[src/rtl/fall_pkg.sv]
`default_nettype none
// ============================================================================
// Module   : fall_pkg
// Purpose  : Shared types and helpers for the fall monitor array. Holds the
//            per-channel state type and the parameter legality check that
//            the top level evaluates at elaboration.
// Ports    : none (package)
// Revision : 1.0  initial release
// ============================================================================
package fall_pkg;

  typedef enum logic [1:0] {
    IDLE  = 2'd0,
    FALL  = 2'd1,
    WARN  = 2'd2,
    ALARM = 2'd3
  } fall_state_t;

  // Legal configuration: 1..16 channels, 0 < WARN_S < ALARM_S, non-zero
  // clock rate and debounce length.
  function automatic bit cfg_ok(input int n_ch, input int clk_hz,
                                input int warn_s, input int alarm_s,
                                input int debounce_cyc);
    return (n_ch >= 1) && (n_ch <= 16) && (clk_hz >= 1) &&
           (warn_s > 0) && (warn_s < alarm_s) && (debounce_cyc >= 1);
  endfunction

endpackage
`default_nettype wire

[src/rtl/fall_monitor_array_channel.sv]
`default_nettype none
// ============================================================================
// Module   : fall_channel_fsm
// Purpose  : One fall-monitor channel: 2-flop synchroniser, debounce, cycle
//            prescaler + seconds counter, and the IDLE/FALL/WARN/ALARM FSM.
// Ports    : clk, reset_n        clock, async active-low reset
//            fall_sensor         raw asynchronous sensor level (1 = fallen)
//            patient_reset       patient cancel, synchronous to clk
//            caregiver_ack       clears a latched alarm
//            warn, alarm         registered pre-alarm / latched alarm
//            cancel_pulse        1-cycle pulse when a fall is cancelled
// Revision : 1.0  initial release
// ============================================================================
module fall_channel_fsm
  import fall_pkg::*;
#(
  parameter int CLK_HZ       = 1000000,
  parameter int WARN_S       = 20,
  parameter int ALARM_S      = 30,
  parameter int DEBOUNCE_CYC = 16,
  parameter int AUTO_CLEAR   = 1
) (
  input  logic clk,
  input  logic reset_n,
  input  logic fall_sensor,
  input  logic patient_reset,
  input  logic caregiver_ack,
  output logic warn,
  output logic alarm,
  output logic cancel_pulse
);

  localparam int c_PRE_W = (CLK_HZ > 1) ? $clog2(CLK_HZ) : 1;
  localparam int c_SEC_W = $clog2(ALARM_S + 1);
  localparam int c_DB_W  = (DEBOUNCE_CYC > 1) ? $clog2(DEBOUNCE_CYC) : 1;

  localparam logic [c_PRE_W-1:0] c_PRE_LAST       = c_PRE_W'(CLK_HZ - 1);
  localparam logic [c_SEC_W-1:0] c_WARN_SEC_LAST  = c_SEC_W'(WARN_S - 1);
  localparam logic [c_SEC_W-1:0] c_ALARM_SEC_LAST = c_SEC_W'(ALARM_S - 1);
  localparam logic [c_SEC_W-1:0] c_ALARM_SEC      = c_SEC_W'(ALARM_S);
  localparam logic [c_DB_W-1:0]  c_DB_LAST        = c_DB_W'(DEBOUNCE_CYC - 1);
  localparam bit                 c_AUTO_CLEAR     = (AUTO_CLEAR != 0);

  logic [1:0]         r_sync;
  logic [c_DB_W-1:0]  r_db_cnt;
  logic               r_valid;
  logic               r_valid_d;
  logic [c_PRE_W-1:0] r_pre;
  logic [c_SEC_W-1:0] r_sec;
  fall_state_t        r_state;
  logic               r_warn;
  logic               r_alarm;
  logic               r_cancel;

  fall_state_t        w_state_nxt;
  logic               w_cancel_nxt;
  logic               w_cnt_en;
  logic               w_rise;
  logic               w_cancel_req;
  logic               w_pre_wrap;
  logic               w_hit_warn;
  logic               w_hit_alarm;

  // --------------------------------------------------------------------------
  // Input synchroniser and debounce. The counter tracks how many consecutive
  // synced samples disagree with the accepted level; any agreeing sample
  // restarts it.
  // --------------------------------------------------------------------------
  always_ff @(posedge clk or negedge reset_n) begin
    if (!reset_n) begin
      r_sync    <= 2'b00;
      r_db_cnt  <= '0;
      r_valid   <= 1'b0;
      r_valid_d <= 1'b0;
    end else begin
      r_sync    <= {r_sync[0], fall_sensor};
      r_valid_d <= r_valid;
      if (r_sync[1] == r_valid) begin
        r_db_cnt <= '0;
      end else if (r_db_cnt == c_DB_LAST) begin
        r_valid  <= r_sync[1];
        r_db_cnt <= '0;
      end else begin
        r_db_cnt <= r_db_cnt + c_DB_W'(1);
      end
    end
  end

  // Only a fresh rising edge of the debounced level starts a fall; a level
  // still high after a cancel or an acknowledge does not.
  assign w_rise       = r_valid & ~r_valid_d;
  assign w_cancel_req = patient_reset | (c_AUTO_CLEAR & ~r_valid);

  // Thresholds are tested on the elapsed count before the increment, so the
  // registered outputs become visible exactly at the threshold cycle.
  assign w_pre_wrap  = (r_pre == c_PRE_LAST);
  assign w_hit_warn  = w_pre_wrap && (r_sec == c_WARN_SEC_LAST);
  assign w_hit_alarm = w_pre_wrap && (r_sec == c_ALARM_SEC_LAST);

  // --------------------------------------------------------------------------
  // Next-state logic. Cancel is evaluated ahead of the thresholds so that a
  // coincident cancel wins.
  // --------------------------------------------------------------------------
  always_comb begin
    w_state_nxt  = r_state;
    w_cancel_nxt = 1'b0;
    w_cnt_en     = 1'b0;
    case (r_state)
      IDLE: begin
        if (w_rise) w_state_nxt = FALL;
      end
      FALL: begin
        if (w_cancel_req) begin
          w_state_nxt  = IDLE;
          w_cancel_nxt = 1'b1;
        end else begin
          w_cnt_en = 1'b1;
          if (w_hit_warn) w_state_nxt = WARN;
        end
      end
      WARN: begin
        if (w_cancel_req) begin
          w_state_nxt  = IDLE;
          w_cancel_nxt = 1'b1;
        end else begin
          w_cnt_en = 1'b1;
          if (w_hit_alarm) w_state_nxt = ALARM;
        end
      end
      ALARM: begin
        if (caregiver_ack) w_state_nxt = IDLE;
      end
      default: w_state_nxt = IDLE;
    endcase
  end

  // --------------------------------------------------------------------------
  // State, counters and registered outputs. Counters are held at zero while
  // idle so that entry into FALL starts from elapsed = 0.
  // --------------------------------------------------------------------------
  always_ff @(posedge clk or negedge reset_n) begin
    if (!reset_n) begin
      r_state  <= IDLE;
      r_pre    <= '0;
      r_sec    <= '0;
      r_warn   <= 1'b0;
      r_alarm  <= 1'b0;
      r_cancel <= 1'b0;
    end else begin
      r_state  <= w_state_nxt;
      r_warn   <= (w_state_nxt == WARN);
      r_alarm  <= (w_state_nxt == ALARM);
      r_cancel <= w_cancel_nxt;
      if (r_state == IDLE) begin
        r_pre <= '0;
        r_sec <= '0;
      end else if (w_cnt_en) begin
        if (w_pre_wrap) begin
          r_pre <= '0;
          r_sec <= (r_sec == c_ALARM_SEC) ? r_sec : r_sec + c_SEC_W'(1);
        end else begin
          r_pre <= r_pre + c_PRE_W'(1);
        end
      end
    end
  end

  assign warn         = r_warn;
  assign alarm        = r_alarm;
  assign cancel_pulse = r_cancel;

endmodule
`default_nettype wire

[src/rtl/fall_monitor_array.sv]
`default_nettype none
// ============================================================================
// Module   : fall_monitor_array
// Purpose  : N_CH independent fall-monitor channels feeding the ward alarm
//            panel, plus an alarm OR and a count of channels in alarm.
// Ports    : clk, reset_n                  clock, async active-low reset
//            fall_sensor   [N_CH]          raw sensor levels, 1 = fallen
//            patient_reset [N_CH]          patient cancel
//            caregiver_ack [N_CH]          caregiver clears a latched alarm
//            warn, alarm   [N_CH]          per-channel pre-alarm / alarm
//            alarm_any                     OR of alarm
//            alarm_count                   number of channels in alarm
//            cancel_pulse  [N_CH]          1-cycle cancel indication
// Revision : 1.0  initial release
// ============================================================================
module fall_monitor_array
  import fall_pkg::*;
#(
  parameter int N_CH         = 4,
  parameter int CLK_HZ       = 1000000,
  parameter int WARN_S       = 20,
  parameter int ALARM_S      = 30,
  parameter int DEBOUNCE_CYC = 16,
  parameter int AUTO_CLEAR   = 1
) (
  input  logic                      clk,
  input  logic                      reset_n,
  input  logic [N_CH-1:0]           fall_sensor,
  input  logic [N_CH-1:0]           patient_reset,
  input  logic [N_CH-1:0]           caregiver_ack,
  output logic [N_CH-1:0]           warn,
  output logic [N_CH-1:0]           alarm,
  output logic                      alarm_any,
  output logic [$clog2(N_CH+1)-1:0] alarm_count,
  output logic [N_CH-1:0]           cancel_pulse
);

  localparam int c_CNT_W = $clog2(N_CH + 1);

  if (!cfg_ok(N_CH, CLK_HZ, WARN_S, ALARM_S, DEBOUNCE_CYC)) begin : g_cfg_error
    $error("fall_monitor_array: illegal parameter combination");
  end

  for (genvar g = 0; g < N_CH; g++) begin : g_ch
    fall_channel_fsm #(
      .CLK_HZ       (CLK_HZ),
      .WARN_S       (WARN_S),
      .ALARM_S      (ALARM_S),
      .DEBOUNCE_CYC (DEBOUNCE_CYC),
      .AUTO_CLEAR   (AUTO_CLEAR)
    ) u_ch (
      .clk           (clk),
      .reset_n       (reset_n),
      .fall_sensor   (fall_sensor[g]),
      .patient_reset (patient_reset[g]),
      .caregiver_ack (caregiver_ack[g]),
      .warn          (warn[g]),
      .alarm         (alarm[g]),
      .cancel_pulse  (cancel_pulse[g])
    );
  end

  assign alarm_any = |alarm;

  always_comb begin
    alarm_count = '0;
    for (int i = 0; i < N_CH; i++) begin
      alarm_count = alarm_count + c_CNT_W'(alarm[i]);
    end
  end

endmodule
`default_nettype wire

[config.mk]
export PLATFORM = sky130hd
export DESIGN_NAME = fall_monitor_array
export DESIGN_NICKNAME = d
export VERILOG_FILES = /design/src/rtl/fall_pkg.sv /design/src/rtl/fall_monitor_array_channel.sv /design/src/rtl/fall_monitor_array.sv
export SDC_FILE = /design/constraint.sdc
export NUM_CORES = 1
export LEC_CHECK = 0
export CAP_MARGIN = 20
export CORE_ASPECT_RATIO = 0.5
export CORE_UTILIZATION = 45
export DETAILED_ROUTE_END_ITERATION = 10
export GPL_ROUTABILITY_DRIVEN = 0
export GPL_TIMING_DRIVEN = 1
export PLACE_DENSITY = 0.67
export SYNTH_ARGS = -nofsm -noshare
export SYNTH_HDL_FRONTEND = slang
export SYNTH_HIERARCHICAL = 1
export SYNTH_SLANG_ARGS = --single-unit
[constraint.sdc]
create_clock -name clk -period 5 [get_ports clk]
set_input_delay 1 -clock clk [delete_from_list [all_inputs] [get_ports clk]]
set_output_delay 1 -clock clk [all_outputs]
set_load 0.005 [all_outputs]
==> results.ini, run 1 <==
[setup_path]
timing.critical_path.from = g_ch[0].u_ch/alarm
worst_setup_path_end_kind = output pin
worst-r2r-setup-slack_ns = 2.34
crit-reg2reg-capture = g_ch[1].u_ch/r_pre[13]
crit_path_max_fanout = 2
critical_path_at_ns = 2.34
ff2ff_path_depth = 7
worstSetupPathType = flop to output pin
worst_r2r_startpoint = g_ch[1].u_ch/r_state[0]
cp-endpoint = alarm_count[1]
critPathRequiredTime_ns = 4.00
startpoint_type = flop

[layout]
layout.core_utilization_pct = 53.15
antenna_cells_inserted = 0
drive_above_1_share_pct = 6.798
postLayoutCellArea_um2 = 9405
final_net_count = 953
p_r_area_growth_vs_syn_pct = 13.46
final_common_cell = dfrtp_1
most-common-layout-cells = 152 x dfrtp_1, 108 x nor2_1, 82 x nand2_1, 63 x nand3_1, 55 x inv_1

[yosys]
synth_ff_type = dfrtp_1
synth_nets = 926
synth-edff-count = 0
postSynth.asyncResetShare_pct = 100.0
synth_top_area_share_pct = 45.89
synthesis.instances = 872
synthesis.area_per_instance_um2 = 9.506
synth-seq-cells = 152
share_of_synthesized_area_occupied_by_flip_flops_and_latches_pct = 45.89
synth_cell_type_count = 51
synth.top_cells.by_area = dfrtp_1 46%, ha_1 5.9%, nor2_1 4.9%
post_synth_instance_area_um2 = 8289
synth_top_area_cell = dfrtp_1
yosysWarningCount = 6

[clock_tree]
clock_insertion_delay_worst_skew_ns = 0.43
clockBufferDepth = 2
cts_root_buf = clkbuf_16
clk_pin_slew_worst_paths_ns = 0.07
ctsResizeCount = 0
cts_hold_buffers = 0
tritoncts_buffers = 17
post_cts_buffers = 0
cts_tree = built
clock_sinks = 152
htree_num_levels = 4

[sta]
timing.max_slew.rel_slack_pct = 45.17
report.final.setup_viol = 0
slew_violations = 0
worst_clock_skew_ns = 0.007375
finalHoldViolations = 0
period_share_pct = 66.83
setup_total_negative_slack_ns = 0
unrepaired_setup_endpoints_after_global_routing = no
max_slew.worst_pin.slew_ns = 0.8224
fmax_ghz = 0.2993
final_period_minus_worst_setup_slack_ns = 3.341
timing.hold.ws_ns = 0.3493

[detailed_routing]
ant_nets = 0
dr.pass1.iters = 5
route.detailed.drc = 0
drt_iter0_markers = 362
routed_wire_per_std_cell_um = 14.54
drt-total-wl_um = 16660
viasPerCell = 5.485
via_count = 6286

[flow_run]
number_of_max_cap_violations = 0

[global_routing]
grt.total_usage_pct = 18.75
first_global_vias = 6141
grt_start_max_net_pins = 84
grt_pass1_wl_um = 29030
antenna_violations_before_repair = 0
overflow = 0

[placed_design]
hpwl_dp_um = 11400
portBuffers = 29
dpl_cell_area_um2 = 8801

[floorplan]
die-area_um2 = 19000
die_w_um = 193.9
placeableCoreArea_um2 = 17700
top_level_i_o_count = 30
std_cell_rows = 34
initial_standard_cell_utilization_of_the_core_pct = 46.84
fp.dieH_um = 97.97

[hold_path]
hp_class = flop to flop

[power]
vdd_ir_drop_max_mv = 0.2540
power-per-cell-area_nw_per_um2 = 283.3
leak_pwr_nw = 3.714

[outcome]
outcome = complete, no violations

==> worst max-delay path: stages (launching register included) <==
cell and delay (ns):
dfrtp_1 0.34, inv_1 0.07, fa_1 0.53, inv_1 0.04, ha_1 0.18, ha_1 0.27, clkdlybuf4s50_1 0.49
==> power breakdown <==
group          internal, W  switching, W
combinational    0.0000260     0.0000499
clock             0.000756      0.000579
sequential         0.00124     0.0000113
==> cells in the mapped netlist, types with 6 or more instances <==
cell type	instances
dfrtp_1	152
nor2_1	108
nand2_1	82
nand3_1	63
inv_1	55
a21oi_1	45
xor2_1	42
ha_1	39
xnor2_1	33
nand4_1	30
o21ai_0	19
and3_1	18
clkbuf_1	18
nor3_1	17
nor2b_1	14
or3_1	13
nor4_1	10
o211ai_1	8
a32o_1	7
nand3b_1	7
nand4b_1	7
nor4_4	7
o32ai_1	6
==> cell type report <==
cell class | count | area [µm²]
well taps | 234 | 292.8
multi-input cells | 642 | 4192
fillers | 1564 | 8292
clock buffers | 17 | 425.4
clock inverters | 15 | 178.9
flip-flops and latches | 152 | 3804
inverters | 55 | 206.4
repair buffers | 31 | 306.5
==> kinds of logic after synthesis <==
kind of cell / synth area share (%)
muxes: 0.6792
and+or+nand+nor: 26.31
buffers and inverters: 3.547
DFF: 45.89
xor gates and xnor gates: 7.925
AOI/OAI and AO/OA: 9.525
adders and majority gates: 6.128
==> per-stage QoR <==
step | cells | total power (W) | setup WS (ns)
floorplan | 872 | 0.001306 | 2.593
global placement | 1114 | 0.001352 | 1.916
detailed placement | 1114 | 0.001355 | 1.875
CTS | 1146 | 0.002700 | 1.628
global route | 1146 | 0.002769 | 1.596
finish | 1146 | 0.002665 | 1.659
==> worst min-delay path by stage <==
stage / slack [ns] / depth (start not counted) / to / start
2_1_floorplan: 0.33 / 0 / g_ch[0].u_ch/r_sync[1] / g_ch[0].u_ch/r_sync[0]
4_1_cts: 0.35 / 0 / g_ch[2].u_ch/r_sync[1] / g_ch[2].u_ch/r_sync[0]
6_report: 0.35 / 0 / g_ch[1].u_ch/r_sync[1] / g_ch[1].u_ch/r_sync[0]
3_5_place_dp: 0.34 / 0 / g_ch[2].u_ch/r_sync[1] / g_ch[2].u_ch/r_sync[0]
5_1_grt: 0.36 / 0 / g_ch[2].u_ch/r_sync[1] / g_ch[2].u_ch/r_sync[0]
3_3_place_gp: 0.33 / 0 / g_ch[2].u_ch/r_sync[1] / g_ch[2].u_ch/r_sync[0]
==> layer usage <==
metal | routed length (µm) | GRT usage, % | vias to the layer above
li1 | - | - | 3109
met1 | 8144 | 24.87 | 3083
met2 | 7834 | 31.35 | 77
met3 | 457 | 3.938 | 17
met4 | 224 | 5.128 | 0
met5 | 0 | 0 | -
==> registers in the layout, indices dropped and copies added, names as in the netlist <==
register and count:
g_ch.u_ch/r_pre 80, g_ch.u_ch/r_sec 20, g_ch.u_ch/r_db_cnt 16, g_ch.u_ch/r_state 8, g_ch.u_ch/r_sync 8, g_ch.u_ch/alarm 4
g_ch.u_ch/cancel_pulse 4, g_ch.u_ch/r_valid 4, g_ch.u_ch/r_valid_d 4, g_ch.u_ch/warn 4
Power figures use the tool's default switching activity.
==> run 2: changes to the inputs <==
Clock period 5 ns to 3.2 ns, I/O delays scaled along.
==> results.ini, run 2 (same netlist as run 1, synthesis figures left out) <==
[placed_design]
hpwl_dp_um = 11630  ; +2.0%
pre_cts_ws_ns = 0.6121  ; -1.263 ns
dpl_cell_area_um2 = 8919  ; +1.3%
portBuffers = 29  ; unchanged

[setup_path]
timing.critical_path.from = g_ch[0].u_ch/alarm
critical_path.n_buffers_inverters = 3  ; unchanged
cp_top_family = adder cells
worst_r2r_startpoint = g_ch[0].u_ch/r_pre[7]
critical_path.max_stage_delay_ns = 0.53  ; about the same
critPathRequiredTime_ns = 2.56  ; -1.44 ns
worstSetupPathType = flop to output pin
startpoint_type = flop
crit_path_max_fanout = 2  ; unchanged
critical_path_at_ns = 2.37  ; +0.03 ns
worst_setup_path_end_kind = output pin
crit_slowest_cell = fa_1
timing.critical_path.cells = inv_1 -> fa_1 -> inv_1 -> ha_1 -> ha_1 -> clkdlybuf4s50_1

[global_routing]
first_global_vias = 6219  ; +1.3%
grt_pass1_wl_um = 29470  ; +1.5%
antenna_violations_before_repair = 0  ; unchanged
grt_start_max_net_pins = 54  ; -36%
grt.total_usage_pct = 19.04  ; +0.30 points
overflow = 0  ; unchanged

[floorplan]
initial_standard_cell_utilization_of_the_core_pct = 46.84  ; unchanged
die_w_um = 193.9  ; unchanged
std_cell_rows = 34  ; unchanged
top_level_i_o_count = 30  ; unchanged
die-area_um2 = 19000  ; unchanged
fp.dieH_um = 97.97  ; unchanged
placeableCoreArea_um2 = 17700  ; unchanged

[detailed_routing]
via_count = 6360  ; +1.2%
met1Wirelength_um = 8200  ; +0.69%
routed_wire_per_std_cell_um = 14.34  ; -1.4%
dr.pass1.iters = 5  ; unchanged
wl_met2_um = 7734  ; -1.3%
top_layer_used = met4
drt_iter0_markers = 277  ; -23%
wl_met3_um = 493  ; +7.9%
viasPerCell = 5.483  ; about the same
drt-total-wl_um = 16630  ; -0.16%
route.detailed.drc = 0  ; unchanged
ant_nets = 0  ; unchanged

[clock_tree]
tritoncts_buffers = 17  ; unchanged
ctsResizeCount = 0  ; unchanged
clock_sinks = 152  ; unchanged
clockBufferDepth = 2  ; unchanged
clk_pin_slew_worst_paths_ns = 0.07  ; about the same
clock_insertion_delay_worst_skew_ns = 0.42  ; about the same
htree_num_levels = 4  ; unchanged
cts_hold_buffers = 0  ; unchanged
cts_root_buf = clkbuf_16
cts_tree = built
post_cts_buffers = 0  ; unchanged

[sta]
slew_violations = 0  ; unchanged
worst_clock_skew_ns = 0.005625  ; -0.001750 ns
finalHoldViolations = 0  ; unchanged
final_period_minus_worst_setup_slack_ns = 3.009
fmax_ghz = 0.3323
timing.hold.ws_ns = 0.1659  ; -0.1834 ns
period_share_pct = 94.03
unrepaired_setup_endpoints_after_global_routing = no
timing.max_slew.rel_slack_pct = 58.95  ; +14 points
setup_total_negative_slack_ns = 0  ; unchanged
max_slew.worst_pin.slew_ns = 0.6110  ; -0.2114 ns
fin_ws_ns = 0.1909  ; -1.468 ns
report.final.setup_viol = 0  ; unchanged

[layout]
top_register = g_ch.u_ch/r_pre
reg.largest.list = g_ch.u_ch/r_pre: 80 flops, g_ch.u_ch/r_sec: 20 flops, g_ch.u_ch/r_db_cnt: 16 flops
antenna_cells_inserted = 0  ; unchanged
final_net_count = 967  ; +1.5%
layout.core_utilization_pct = 53.67  ; +0.52 points
postLayoutCellArea_um2 = 9498  ; +0.98%
most-common-layout-cells = 152 x dfrtp_1, 108 x nor2_1, 82 x nand2_1, 63 x nand3_1, 55 x inv_1
p_r_area_growth_vs_syn_pct = 14.58
final_common_cell = dfrtp_1
drive_above_1_share_pct = 8.207  ; +1.4 points
fillerInstances = 1545  ; -1.2%
largest_reg_flops = 80  ; unchanged

[power]
leak_pwr_nw = 3.783  ; +1.9%
power-per-cell-area_nw_per_um2 = 427.5  ; +51%
vdd_ir_drop_max_mv = 0.3510  ; +38%

[flow_run]
number_of_max_cap_violations = 0  ; unchanged

[hold_path]
hp_class = primary input to asynchronous set/reset pin

[outcome]
outcome = complete, no violations

[run 2: changes by cell type in the layout (fill, tap and decap cells not counted), moves of 2 or more]
cell / delta
clkinv_8: +2
clkinvlp_4: -3
buf_4: +13
bufinv_16: -2
[run 2: area by class of cell]
| type | count | area, µm² | share of cell area [%] |
|---|---|---|---|
| multi-input combinational | 642 | 4192 | 44.13 |
| timing repair buffer | 45 | 424.2 | 4.466 |
| clock inverter | 15 | 153.9 | 1.620 |
| tap | 234 | 292.8 | 3.083 |
| sequential | 152 | 3804 | 40.05 |
| inverter | 55 | 206.4 | 2.174 |
| clock buffer | 17 | 425.4 | 4.479 |
[run 2: path summary, 6_finish.rpt]
kind / end / slack [ns] / cells after the start
min reg2reg: g_ch[2].u_ch/r_sync[1] / 0.35 / 0
max: alarm_count[1] / 0.19 / 6
max in group asynchronous: g_ch[1].u_ch/r_pre[19] / 2.24 / 2
min: g_ch[0].u_ch/r_sync[1] / 0.17 / 1
min in group clk: g_ch[2].u_ch/r_sync[1] / 0.35 / 0
max reg2reg: g_ch[0].u_ch/warn / 0.94 / 5
[run 2: where the power goes]
group | switching [W] | total (W) | internal (W)
Combinational | 0.0000789 | 0.000124 | 0.0000448
Clock | 0.000936 | 0.00198 | 0.00104
Sequential | 0.0000168 | 0.00196 | 0.00194
Total | 0.00103 | 0.00406 | 0.00303
[run 2: layer usage]
| metal | up-vias | GRT usage [%] |
|---|---|---|
| met1 | 3128 | 25.34 |
| met3 | 15 | 4.491 |
| met2 | 81 | 31.27 |
| li1 | 3136 | - |
| met5 | - | 0 |
| met4 | 0 | 5.433 |
[run 2: stage by stage]
step,std cells,total power (W)
2_1_floorplan,872,0.002040
3_3_place_gp,1128,0.002117
3_5_place_dp,1128,0.002121
4_1_cts,1160,0.004120
5_1_grt,1160,0.004231
6_report,1160,0.004061
==> run 3: changes to the inputs <==
Settings changed: CTS_CLUSTER_SIZE set to 8.
==> results of run 3 <==
No change in the layout: final DEF, timing and power equal those of run 2.
